==> src/rtl/gtb_ctrl_pkg.sv <==
// Shared types for the global time base reconfiguration controller.
// Holds the controller FSM encoding and the default time width.
package gtb_ctrl_pkg;

  localparam int TIME_W_DEF = 64;

  typedef enum logic [2:0] {
    IDLE,
    LOAD,
    WAIT,
    COMMIT,
    DONE,
    ERR
  } ctrl_state_t;

endpackage

==> src/rtl/gtb_rr_arbiter.sv <==
// Round-robin arbiter: picks the first asserted request strictly after ptr, wrapping.
// Combinational, zero latency; grant is all-zero when no request is asserted.
module gtb_rr_arbiter #(
  parameter int NUM_REQ = 4
) (
  input  logic [NUM_REQ-1:0]         req,
  input  logic [$clog2(NUM_REQ)-1:0] ptr,
  output logic [NUM_REQ-1:0]         grant,
  output logic [$clog2(NUM_REQ)-1:0] gnt_idx
);

  localparam int IDX_W = $clog2(NUM_REQ);

  logic [IDX_W-1:0] cand;
  logic             found;

  always_comb begin
    grant   = '0;
    gnt_idx = '0;
    found   = 1'b0;
    cand    = '0;
    // k runs 1..NUM_REQ so the last-granted requester has lowest priority
    for (int k = 1; k <= NUM_REQ; k++) begin
      cand = IDX_W'((int'(ptr) + k) % NUM_REQ);
      if (!found && req[cand]) begin
        found       = 1'b1;
        grant[cand] = 1'b1;
        gnt_idx     = cand;
      end
    end
  end

endmodule

==> src/rtl/gtb_reconf_ctrl.sv <==
// Time-set controller: grants one requester, preloads its value, fires ReconfInst at the instant.
// SetTimeVal 1 cycle after capture; one transaction at a time; optional watchdog via GTB_CTRL_WDOG_EN.
module gtb_reconf_ctrl
  import gtb_ctrl_pkg::*;
#(
  parameter int NUM_REQ  = 4,
  parameter int TIME_W   = TIME_W_DEF,
  parameter int WDOG_CYC = 4096
) (
  input  logic                      clk,
  input  logic                      reset_n,
  input  logic [TIME_W-1:0]         TimeCnt,
  input  logic [NUM_REQ-1:0]        req_valid,
  output logic [NUM_REQ-1:0]        req_ready,
  input  logic [NUM_REQ*TIME_W-1:0] req_newval,
  input  logic [NUM_REQ*TIME_W-1:0] req_act,
  output logic [NUM_REQ-1:0]        req_ack,
  output logic [NUM_REQ-1:0]        req_err,
  output logic                      SetTimeVal,
  output logic [TIME_W-1:0]         NewTimeVal,
  output logic                      ReconfInst,
  output logic                      busy
);

  localparam int IDX_W = $clog2(NUM_REQ);

  if (NUM_REQ < 2 || NUM_REQ > 8 || WDOG_CYC < 1) begin : g_cfg_check
    $error("gtb_reconf_ctrl: unsupported NUM_REQ or WDOG_CYC");
  end

  ctrl_state_t        state;
  logic [IDX_W-1:0]   ptr;
  logic [IDX_W-1:0]   cur_idx;
  logic [IDX_W-1:0]   gnt_idx;
  logic [NUM_REQ-1:0] grant;
  logic [TIME_W-1:0]  act_q;
  logic [TIME_W-1:0]  cap_newval;
  logic [TIME_W-1:0]  cap_act;
  logic               xfer;
  logic               wdog_expired;

  gtb_rr_arbiter #(.NUM_REQ(NUM_REQ)) u_arb (
    .req     (req_valid),
    .ptr     (ptr),
    .grant   (grant),
    .gnt_idx (gnt_idx)
  );

  assign req_ready  = (state == IDLE) ? grant : '0;
  assign xfer       = |(req_valid & req_ready);
  assign cap_newval = req_newval[int'(gnt_idx)*TIME_W +: TIME_W];
  assign cap_act    = req_act[int'(gnt_idx)*TIME_W +: TIME_W];

`ifdef GTB_CTRL_WDOG_EN
  localparam int WD_W = $clog2(WDOG_CYC + 1);

  logic [WD_W-1:0] wdog_cnt;

  // Held at zero outside WAIT, so it restarts on every entry.
  always_ff @(posedge clk or negedge reset_n) begin
    if (!reset_n)
      wdog_cnt <= '0;
    else if (state != WAIT)
      wdog_cnt <= '0;
    else
      wdog_cnt <= wdog_cnt + 1'b1;
  end

  assign wdog_expired = (state == WAIT) && (wdog_cnt == WD_W'(WDOG_CYC - 1));
`else
  assign wdog_expired = 1'b0;
`endif

  always_ff @(posedge clk or negedge reset_n) begin
    if (!reset_n) begin
      state      <= IDLE;
      ptr        <= '0;
      cur_idx    <= '0;
      act_q      <= '0;
      NewTimeVal <= '0;
      SetTimeVal <= 1'b0;
      ReconfInst <= 1'b0;
      req_ack    <= '0;
      req_err    <= '0;
      busy       <= 1'b0;
    end else begin
      SetTimeVal <= 1'b0;
      ReconfInst <= 1'b0;
      req_ack    <= '0;
      req_err    <= '0;
      case (state)
        IDLE: begin
          if (xfer) begin
            ptr     <= gnt_idx;
            cur_idx <= gnt_idx;
            act_q   <= cap_act;
            busy    <= 1'b1;
            // An instant equal to the current count is already too late to hit.
            if (cap_act <= TimeCnt) begin
              state            <= ERR;
              req_err[gnt_idx] <= 1'b1;
            end else begin
              state      <= LOAD;
              SetTimeVal <= 1'b1;
              NewTimeVal <= cap_newval;
            end
          end
        end
        LOAD: state <= WAIT;
        WAIT: begin
          if (TimeCnt >= act_q) begin
            state      <= COMMIT;
            ReconfInst <= 1'b1;
          end else if (wdog_expired) begin
            state            <= ERR;
            req_err[cur_idx] <= 1'b1;
          end
        end
        COMMIT: begin
          state            <= DONE;
          req_ack[cur_idx] <= 1'b1;
        end
        default: begin
          state <= IDLE;
          busy  <= 1'b0;
        end
      endcase
    end
  end

endmodule

==> config.mk <==
export PLATFORM = sky130hd
export DESIGN_NAME = gtb_reconf_ctrl
export DESIGN_NICKNAME = d
export VERILOG_FILES = /design/src/rtl/gtb_ctrl_pkg.sv /design/src/rtl/gtb_rr_arbiter.sv /design/src/rtl/gtb_reconf_ctrl.sv
export SDC_FILE = /design/constraint.sdc
export NUM_CORES = 1
export LEC_CHECK = 0
export CORE_AREA = 2 2 256 258
export DETAILED_ROUTE_END_ITERATION = 16
export DIE_AREA = 0 0 258 260
export PLACE_DENSITY_LB_ADDON = 0.15
export SETUP_SLACK_MARGIN = 0.3
export SLEW_MARGIN = 20
export SYNTH_ARGS = -nofsm -noshare
export SYNTH_HDL_FRONTEND = slang
export SYNTH_HIERARCHICAL = 1
export SYNTH_SLANG_ARGS = --single-unit
==> constraint.sdc <==
create_clock -name clk -period 15.4 [get_ports clk]
set_clock_uncertainty 0.2 [all_clocks]
set_input_delay 2.31 -clock clk [delete_from_list [all_inputs] [get_ports clk]]
set_output_delay 2.31 -clock clk [all_outputs]
set_load 0.01 [all_outputs]
# [Word level (Yosys, flattened, before mapping)]
# Index checks and enable logic that the tools add are counted.
[totals] elab_cells=106 in_bits=582 register_bits=144
[op_classes] n_bitwise=6 order_cmp=14 eq_ne=5 add_sub_neg=4 n_mux=47 n_reduce_logical=19 shifts=2
[op_table] cell="$shiftx 256x9->64" n=2
[op_table] cell="$ge 64x64->1" n=1
[op_table] cell="$le 64x64->1" n=1
[op_table] cell="$mux 4" n=9
[op_table] cell="$mux 1" n=19
[op_table] cell="$lt 2x3->1 const B" n=6
[op_table] cell="$demux 1 s2" n=6
[op_table] cell="$ge 2x1->1 const B" n=6
[op_table] cell="$or 4x4->4" n=3
[op_table] cell="$pmux 3 s4" n=1
[op_table] cell="$logic_and 1x1->1" n=9
[op_table] cell="$mux 3" n=3
[op_table] cell="$bmux 1 s2" n=4
[op_table] cell="$mux 2" n=4
[op_table] cell="$eq 3x2->1 const B" n=2
[op_table] cell="$reduce_and 2->1" n=3
[op_table] cell="$add 2x1->2 const B" n=2
[op_table] cell="$add 2x2->2 const B" n=2
[op_table] cell="$and 4x4->4" n=1
[op_table] cell="$ne 2x2->1 const B" n=2
[op_table] cell="$reduce_or 4->1" n=1
[op_table] cell="$eq 3x1->1 const B" n=1
[op_table] cell="$logic_not 1->1" n=3
[op_table] cell="$logic_not 3->1" n=1
[op_table] cell="4 further kinds" n=5

# [Depth between registers and ports, before layout]
# Gate-level depths: netlist of the first run.
[logic_depth] depth_word=20 depth_mapped=22 mapped_depth_nobuf=16

# [Modules after synthesis]
# Netlist of the first run, hierarchy kept.
[by_module_without_submodules] module="gtb_reconf_ctrl" area_each_um2=11738.8 cells_each=1010 instances=1 seq_area_each_um2=3603.5
[by_module_without_submodules] module="gtb_rr_arbiter" area_each_um2=545.5 cells_each=68 instances=1 seq_area_each_um2=0.0

# [Least setup slack after synthesis of the first run]
# OpenSTA, ideal clock, no wires.
[synth_path] kind="input-to-reg" start="input port req_valid[0]" end="register NewTimeVal[0]" setup_time_ns=0.125 arrival_ns=6.527 setup_slack_ns=8.548 cell_stages=19 path_cell_list="buf_6 mux2_2 a22oi_1 o211ai_1 a21oi_1 clkbuf_1 clkbuf_1 buf_2 mux4_2 ha_1 a21oi_1 nand2_1 a221oi_2 o211ai_1 a221o_1 o211ai_2 buf_12 buf_12 mux2_4"
[synth_via] elab_chain_cells=16
[synth_lines] item="start: declaration" line_no="gtb_reconf_ctrl.sv:13" text="input logic [NUM_REQ-1:0] req_valid,"
[synth_lines] item="$bmux 1 s2" line_no="gtb_rr_arbiter.sv:25" text="if (!found && req[cand]) begin"
[synth_lines] item="$mux 1 (not written as such)" line_no="gtb_rr_arbiter.sv:25"
[synth_lines] item="$mux 1" line_no="gtb_rr_arbiter.sv:25"
[synth_lines] item="$logic_not 1->1" line_no="gtb_rr_arbiter.sv:25"
[synth_lines] item="$logic_and 1x1->1" line_no="gtb_rr_arbiter.sv:25"
[synth_lines] item="$mux 1" line_no="gtb_rr_arbiter.sv:25"
[synth_lines] item="$logic_not 1->1" line_no="gtb_rr_arbiter.sv:25"
[synth_lines] item="$logic_and 1x1->1" line_no="gtb_rr_arbiter.sv:25"
[synth_lines] item="[2 not listed]"
[synth_lines] item="$logic_and 1x1->1" line_no="gtb_rr_arbiter.sv:25"
[synth_lines] item="$mux 2 (*)" line_no="gtb_rr_arbiter.sv:25"
[synth_lines] item="via gnt_idx[0]" line_no="gtb_reconf_ctrl.sv:34" text="logic [IDX_W-1:0] gnt_idx;"
[synth_lines] item="$shiftx 256x9->64 (*)" line_no="gtb_reconf_ctrl.sv:52" text="assign cap_act = req_act[int'(gnt_idx)*TIME_W +: TIME_W];"
[synth_lines] item="via cap_act[22]" line_no="gtb_reconf_ctrl.sv:38" text="logic [TIME_W-1:0] cap_act;"
[synth_lines] item="$le 64x64->1 (*)" line_no="gtb_reconf_ctrl.sv:99" text="if (cap_act <= TimeCnt) begin"
[synth_lines] item="$not 1->1 (no line) (*)"
[synth_lines] item="$reduce_and 3->1 (no line) (*)"
[synth_lines] item="end signal: assignment" line_no="gtb_reconf_ctrl.sv:105" text="NewTimeVal <= cap_newval;"
[synth_lines] item="end: declaration" line_no="gtb_reconf_ctrl.sv:20" text="output logic [TIME_W-1:0] NewTimeVal,"
# The timed path passes the listed nets; every way through them passes the cells marked *. The select of a mux whose other input is x is not followed.
# A chain may end at the register's enable or synchronous reset.

# [Final worst setup path of the first run]
[layout_path] start="input port req_valid[3]" end="register NewTimeVal[28]"
# The elaborated chain is that of the path after synthesis.

==> qor.yml, run 1 <==
place.gp.congestion: 0.813
layout.cells.non_filler: 2581
synthSimpleGateAreaFrac_pct: 8.46
grt_pass1_vias: 11741
grt_usage_pct: 16.9
synth_fa_ha_area_share_pct: 13.9
ant_nets: 0
synth.area.top_cells: "dfrtp_1 29%, mux4_2 24%, ha_1 14%"
max_freq_mhz: 124
synth_edf_count: 0
power_leakage_nw: 8.46
synth_top_family_by_area: "multiplexers"
hold_buffers: 0
grt_first_pass_wirelength_um: 81900
ir_drop_mv: 0.138
slew_viol_final: 0
syn_to_final_growth_pct: 65.8
die_y_um: 260
setup_viol: 0
setup_tns_ns: 0
end_kind: "flop"
ys.flop_type: "dfrtp_1"
rsz0062_at_grt: "false"
syn_area_sq_um: 12300
dp_hpwl_um: 47800
rows: 93
seq_power_share_pct: 18.8
drive_above_1_share_pct: 14.9
vias: 11272
hold_viol: 0
synth_most_common_cell: "dfrtp_1"
drc: 0
period_share_pct: 52.3
swShare_pct: 41.2
post_drt_wl_per_cell_um: 22.4
overflow: 0
die_w_um: 258
start_util_pct: 19.2
yosysTopAreaCellShare_pct: 29.3
ys_async_sr_fraction_pct: 100
seq_area_frac_synth_pct: 29.3
synth-compound-area-share_pct: 9.75
drt_first_iter_violations: 491
hold_class: "flop to flop"
slew_headroom_pct: 35.7
wl_um: 57700
portBuffers: 660
syn-num-nets: 1796
cp_max_fo: 90
crit_arrival_ns: 8.22
drt_pass1_iterations: 5
dp.cells: 2543
yosysTopAreaCell: "dfrtp_1"
pwr-share-comb_pct: 67.6
post_cts_buffers: 0
cp-start-kind: "input pin"
worst_pin_slew_ns: 0.955
cts_num_sinks: 144
synthXorXnorAreaFrac_pct: 0.0713
io_pins: 661
numCtsBuffers: 17
path_clk_slew_ns: 0.07
avgSynthCellArea_sq_um: 11.4
p_total_w: 0.00353
switching_power_w: 0.00146
min_period_ns: 8.05
synth.area.mux_share_pct: 31.5
hold_slack_ns: 0.305
ys_warn_count: 6
cts.repair.resized: 0
clock_latency_ns: 0.48
maxCapViolations: 0
root_buffer: "clkbuf_16"
synth_common_cells: "144 x dfrtp_1, 136 x ha_1, 135 x inv_1"
worstPathRequired_ns: 15.57
status: "complete, no violations"
synthCells: 1078
viasPerCell: 4.37
dieArea_sq_um: 67100
ys_ff_latch: 144
crit_type: "input pin to flop"
coreArea_sq_um: 64100
cellPowerDensity_nw_per_um2: 173
htree_levels: 4
grt_start_max_net_pins: 134
clockBufferDepth: 2
cts_tree: "yes"
antenna_found_initial: 15
synthDistinctLibCells: 60
nets: 2425
power_report.internal_total_w: 0.00208
clockPowerShare_pct: 13.5
## power by group through the flow
stage | sequential [W] | combinational [W] | clock (W)
detailed placement | 0.000672 | 0.00244 | 0
global route | 0.000690 | 0.00264 | 0.000510
CTS | 0.000667 | 0.00245 | 0.000497
finish | 0.000666 | 0.00239 | 0.000478
global placement | 0.000671 | 0.00242 | 0
floorplan | 0.000690 | 0.00158 | 0
## worst paths after layout
check                                       start                    endpoint  slack [ns]  cells past startpoint
setup / recovery                     req_valid[3]  NewTimeVal[28]$_DFFE_PN0P_        7.35                     15
hold / removal                   busy$_DFFE_PN0P_            busy$_DFFE_PN0P_        0.30                      2
setup reg to reg           cur_idx[0]$_DFFE_PN0P_  NewTimeVal[28]$_DFFE_PN0P_        8.31                     16
hold reg to reg                  busy$_DFFE_PN0P_            busy$_DFFE_PN0P_        0.30                      2
max in group asynchronous                 reset_n       act_q[41]$_DFFE_PN0P_       12.33                      2
min in group asynchronous                 reset_n       act_q[28]$_DFFE_PN0P_        1.47                      1
## metal layers
metal | vias up | routed length (um) | global-route usage, %
li1 | 5304 | - | -
met2 | 348 | 28700 | 28.0
met3 | 68 | 3490 | 5.21
met4 | 22 | 675 | 3.73
met5 | - | 146 | 0
met1 | 5530 | 24700 | 21.6
## flip-flops by register name (all words and copies together) (netlist names)
signal / count
ReconfInst: 1
busy: 1
SetTimeVal: 1
state: 3
req_err: 4
cur_idx: 2
NewTimeVal: 64
req_ack: 4
act_q: 64
## worst max-delay path: stages
cell and delay, ns:
clkdlybuf4s50_1 0.71, nor2_1 0.15, nor3b_1 0.26, o211ai_1 0.17
a21oi_4 0.19, buf_12 0.52, mux4_2 0.67, ha_1 0.34
nand4_2 0.14, nor4_4 0.65, nand4_1 0.23, or3_4 0.44
o211ai_4 0.15, buf_6 0.68, mux2_2 0.41
## logic make-up (layout without fill, tap and decap cells)
kind of cell             count (synthesis)  count (layout)
XOR/XNOR                                 1               1
AND/OR/NAND/NOR                        210             210
other                                    0               6
multiplexers                           197             197
adder cells (fa/ha/maj)                136             136
AO/OA/AOI/OAI                          197             197
flip-flops                             144             144
buffers and inverters                  193             835
## placed cells by master (no fill, tap or decap), types with 7 or more instances in the layout
cell             instances
nand4_1                 23
mux4_2                 130
mux2_4                  49
nand3_1                  8
nor2b_1                  8
clkdlybuf4s50_1        659
nand2_1                107
a21oi_1                 47
a21o_1                  14
mux2_2                  17
nor2_1                  17
ha_1                   136
a22oi_1                  7
dfrtp_1                144
clkbuf_16               17
inv_1                  135
nor3_1                  12
o21ai_0                 88
## layout make-up
cell class	instances	area, sq um
clock inverters	14	203
fillers	6461	43700
flip-flops and latches	144	3600
repair buffers	668	6700
clock buffers	18	439
well taps	855	1070
multi-input cells	741	7840
inverters	135	507
diodes	6	15.0
## stage by stage
step / setup WS, ns / utilization (%) / area, sq um
after floorplan: 8.55 / - / 12300
after global placement: 6.58 / 30.7 / 19700
after detailed placement: 6.51 / 30.7 / 19700
after CTS: 7.04 / 31.7 / 20400
after global routing: 6.92 / 31.8 / 20400
final: 7.35 / 31.8 / 20400
Power figures use the tool's default switching activity.
==> inputs of run 2 (changes only) <==
Clock period 15.4 ns to 7 ns, I/O delays scaled along.
==> qor.yml, run 2 (synthesis gave the netlist of run 1 again) <==
pwr-share-comb_pct: 68.7  # +1.1 points
setup_tns_ns: 0  # unchanged
portBuffers: 660  # unchanged
post_cts_buffers: 0  # unchanged
hold_buffers: 0  # unchanged
crit_arrival_ns: 6.37  # -1.85 ns
final_common_cell: "clkdlybuf4s50_1"
grtUsageMet2_pct: 28.2  # +0.25 points
start_util_pct: 19.2  # unchanged
drc: 0  # unchanged
worstPathRequired_ns: 7.16  # -8.41 ns
ir_drop_mv: 0.206  # +49%
die_y_um: 260  # unchanged
overflow: 0  # unchanged
coreArea_sq_um: 64100  # unchanged
grt_first_pass_wirelength_um: 82300  # +0.55%
end_kind: "flop"
cp_slowest_stage_delay_ns: 0.62  # -0.09 ns
drt_first_iter_violations: 540  # +10%
grt_pass1_vias: 12018  # +2.4%
ff2ff_setup_slack_ns: 0.87  # -7.44 ns
maxCapViolations: 0  # unchanged
status: "complete, no violations"
ant_nets: 0  # unchanged
critical-path-top-delay-family: "buffers and inverters"
period_share_pct: 88.7
r2r-start: "cur_idx[0]$_DFFE_PN0P_"
multi_input_area_sq_um: 7840  # unchanged
clockBufferDepth: 2  # unchanged
dp_hpwl_um: 48900  # +2.3%
top_regs: "NewTimeVal (64), act_q (64)"
hold_class: "input pin to asynchronous set/reset pin"
cp_slowest_cell: "clkdlybuf4s50_1"
cp_max_fo: 40  # -56%
cts.repair.resized: 0  # unchanged
max_freq_mhz: 161
setup_viol: 0  # unchanged
viasPerCell: 4.38  # +0.32%
dieArea_sq_um: 67100  # unchanged
antenna_found_initial: 9  # -6
slew_viol_final: 0  # unchanged
numCtsBuffers: 17  # unchanged
power_report.internal_total_w: 0.00462  # +120%
syn_to_final_growth_pct: 66.5
crit_type: "input pin to flop"
vias: 11339  # +0.59%
crit_chain: "clkdlybuf4s50_1, mux2_2, a22oi_1, o211ai_1, a21oi_4, buf_12, mux4_2, ha_1, nand4_1, nor4_1, buf_4, nand4_1, or3_4, o211ai_4, buf_12, mux2_2"
worst_pin_slew_ns: 0.936  # -0.0195 ns
die_w_um: 258  # unchanged
post_drt_wl_per_cell_um: 22.6  # +0.88%
rsz0062_at_grt: "false"
cellPowerDensity_nw_per_um2: 383  # +120%
worstReg2RegEnd: "NewTimeVal[21]$_DFFE_PN0P_"
met1_usage_pct: 21.9  # +0.28 points
drive_above_1_share_pct: 15.3  # +0.33 points
swShare_pct: 41.0  # -0.21 points
nFillCells: 6527  # +1.0%
switching_power_w: 0.00321  # +120%
layout_common_cells: "659 x clkdlybuf4s50_1, 144 x dfrtp_1, 136 x ha_1"
rows: 93  # unchanged
hold_slack_ns: 0.243  # -0.0621 ns
slew_headroom_pct: 37.2  # +1.5 points
htree_levels: 4  # unchanged
grt_start_max_net_pins: 77  # -43%
power_leakage_nw: 8.50  # +0.45%
busiest_layer: "met2"
grt_usage_pct: 17.0  # +0.13 points
critical_path.startpoint: "req_valid[2]"
hold_viol: 0  # unchanged
path_clk_slew_ns: 0.06  # about the same
place.gp.congestion: 0.836  # +2.7%
root_buffer: "clkbuf_16"
critPathBufInv: 4  # +1
nets: 2435  # +0.41%
cts_num_sinks: 144  # unchanged
drt_pass1_iterations: 5  # unchanged
met3_usage_pct: 4.72  # -0.50 points
seqCellArea_sq_um: 3600  # unchanged
seq_power_share_pct: 18.2  # -0.6 points
clockPowerShare_pct: 13.0  # -0.5 points
cp-start-kind: "input pin"
io_pins: 661  # unchanged
wl_um: 58400  # +1.2%
cts_tree: "yes"
clock_latency_ns: 0.48  # about the same
r2r_cells: 18  # +2
min_period_ns: 6.21
[run 2: changes by cell type in the layout (fill, tap and decap cells not counted)]
cell / before / now
buf_4: 5 / 13
clkinvlp_4: 0 / 4
inv_6: 4 / 0
buf_12: 2 / 5
clkinv_4: 3 / 0
clkbuf_1: 0 / 2
diode_2: 6 / 4
buf_6: 2 / 1
clkbuf_8: 1 / 2
inv_8: 1 / 0
[run 2: per-layer routing]
layer | routed length, um | vias to the layer above
met1 | 25300 | 5630
met4 | 794 | 12
met5 | 65 | -
li1 | - | 5310
met2 | 28700 | 329
met3 | 3460 | 58
[run 2: cell type report]
type	count	area share, %
multi-input combinational	741	38.3
timing repair buffer	678	33.3
sequential	144	17.6
tap	855	5.23
inverter	135	2.48
clock buffer	21	2.25
clock inverter	10	0.783
antenna	4	0.0489
[run 2: power groups by stage]
stage	Clock [W]	Sequential [W]	Combinational, W
global route	0.00109	0.00147	0.00592
global placement	0	0.00144	0.00543
detailed placement	0	0.00144	0.00548
finish	0.00102	0.00143	0.00538
floorplan	0	0.00152	0.00348
CTS	0.00107	0.00143	0.00550
[run 2: worst max-delay path by stage]
stage | to | slack [ns] | depth (start not counted)
floorplan | NewTimeVal[0]$_DFFE_PN0P_ | 1.41 | 19
global placement | NewTimeVal[25]$_DFFE_PN0P_ | 0.39 | 16
detailed placement | NewTimeVal[21]$_DFFE_PN0P_ | 0.26 | 16
CTS | NewTimeVal[21]$_DFFE_PN0P_ | 0.78 | 16
global route | NewTimeVal[21]$_DFFE_PN0P_ | 0.43 | 18
finish | NewTimeVal[21]$_DFFE_PN0P_ | 0.79 | 16
[run 2: through the flow]
step	instance area [sq um]	instances	setup slack [ns]	total power, W	util [%]
5_1_grt	20400	2585	0.427	0.00849	31.9
2_1_floorplan	12300	1078	1.41	0.00499	-
4_1_cts	20400	2584	0.779	0.00800	31.9
3_3_place_gp	19800	2553	0.386	0.00687	30.9
3_5_place_dp	19800	2553	0.258	0.00692	30.9
6_report	20500	2588	0.790	0.00783	31.9
[run 2: worst reg2reg max path: stages (launching register included)]
cell	delay, ns
dfrtp_1	0.32
buf_4	0.26
inv_1	0.19
ha_1	0.54
nor2b_1	0.13
a22oi_1	0.20
o211ai_1	0.15
a21oi_4	0.26
buf_12	0.31
mux4_2	0.68
ha_1	0.33
nand4_1	0.18
nor4_1	0.61
buf_4	0.23
nand4_1	0.12
or3_4	0.44
o211ai_4	0.15
buf_12	0.31
mux2_2	0.42
==> inputs of run 3 (changes only) <==
Settings changed: CTS_CLUSTER_DIAMETER set to 80, TNS_END_PERCENT set to 1.
==> results of run 3 <==
The final DEF is identical to that of run 2; final timing and power are the same.
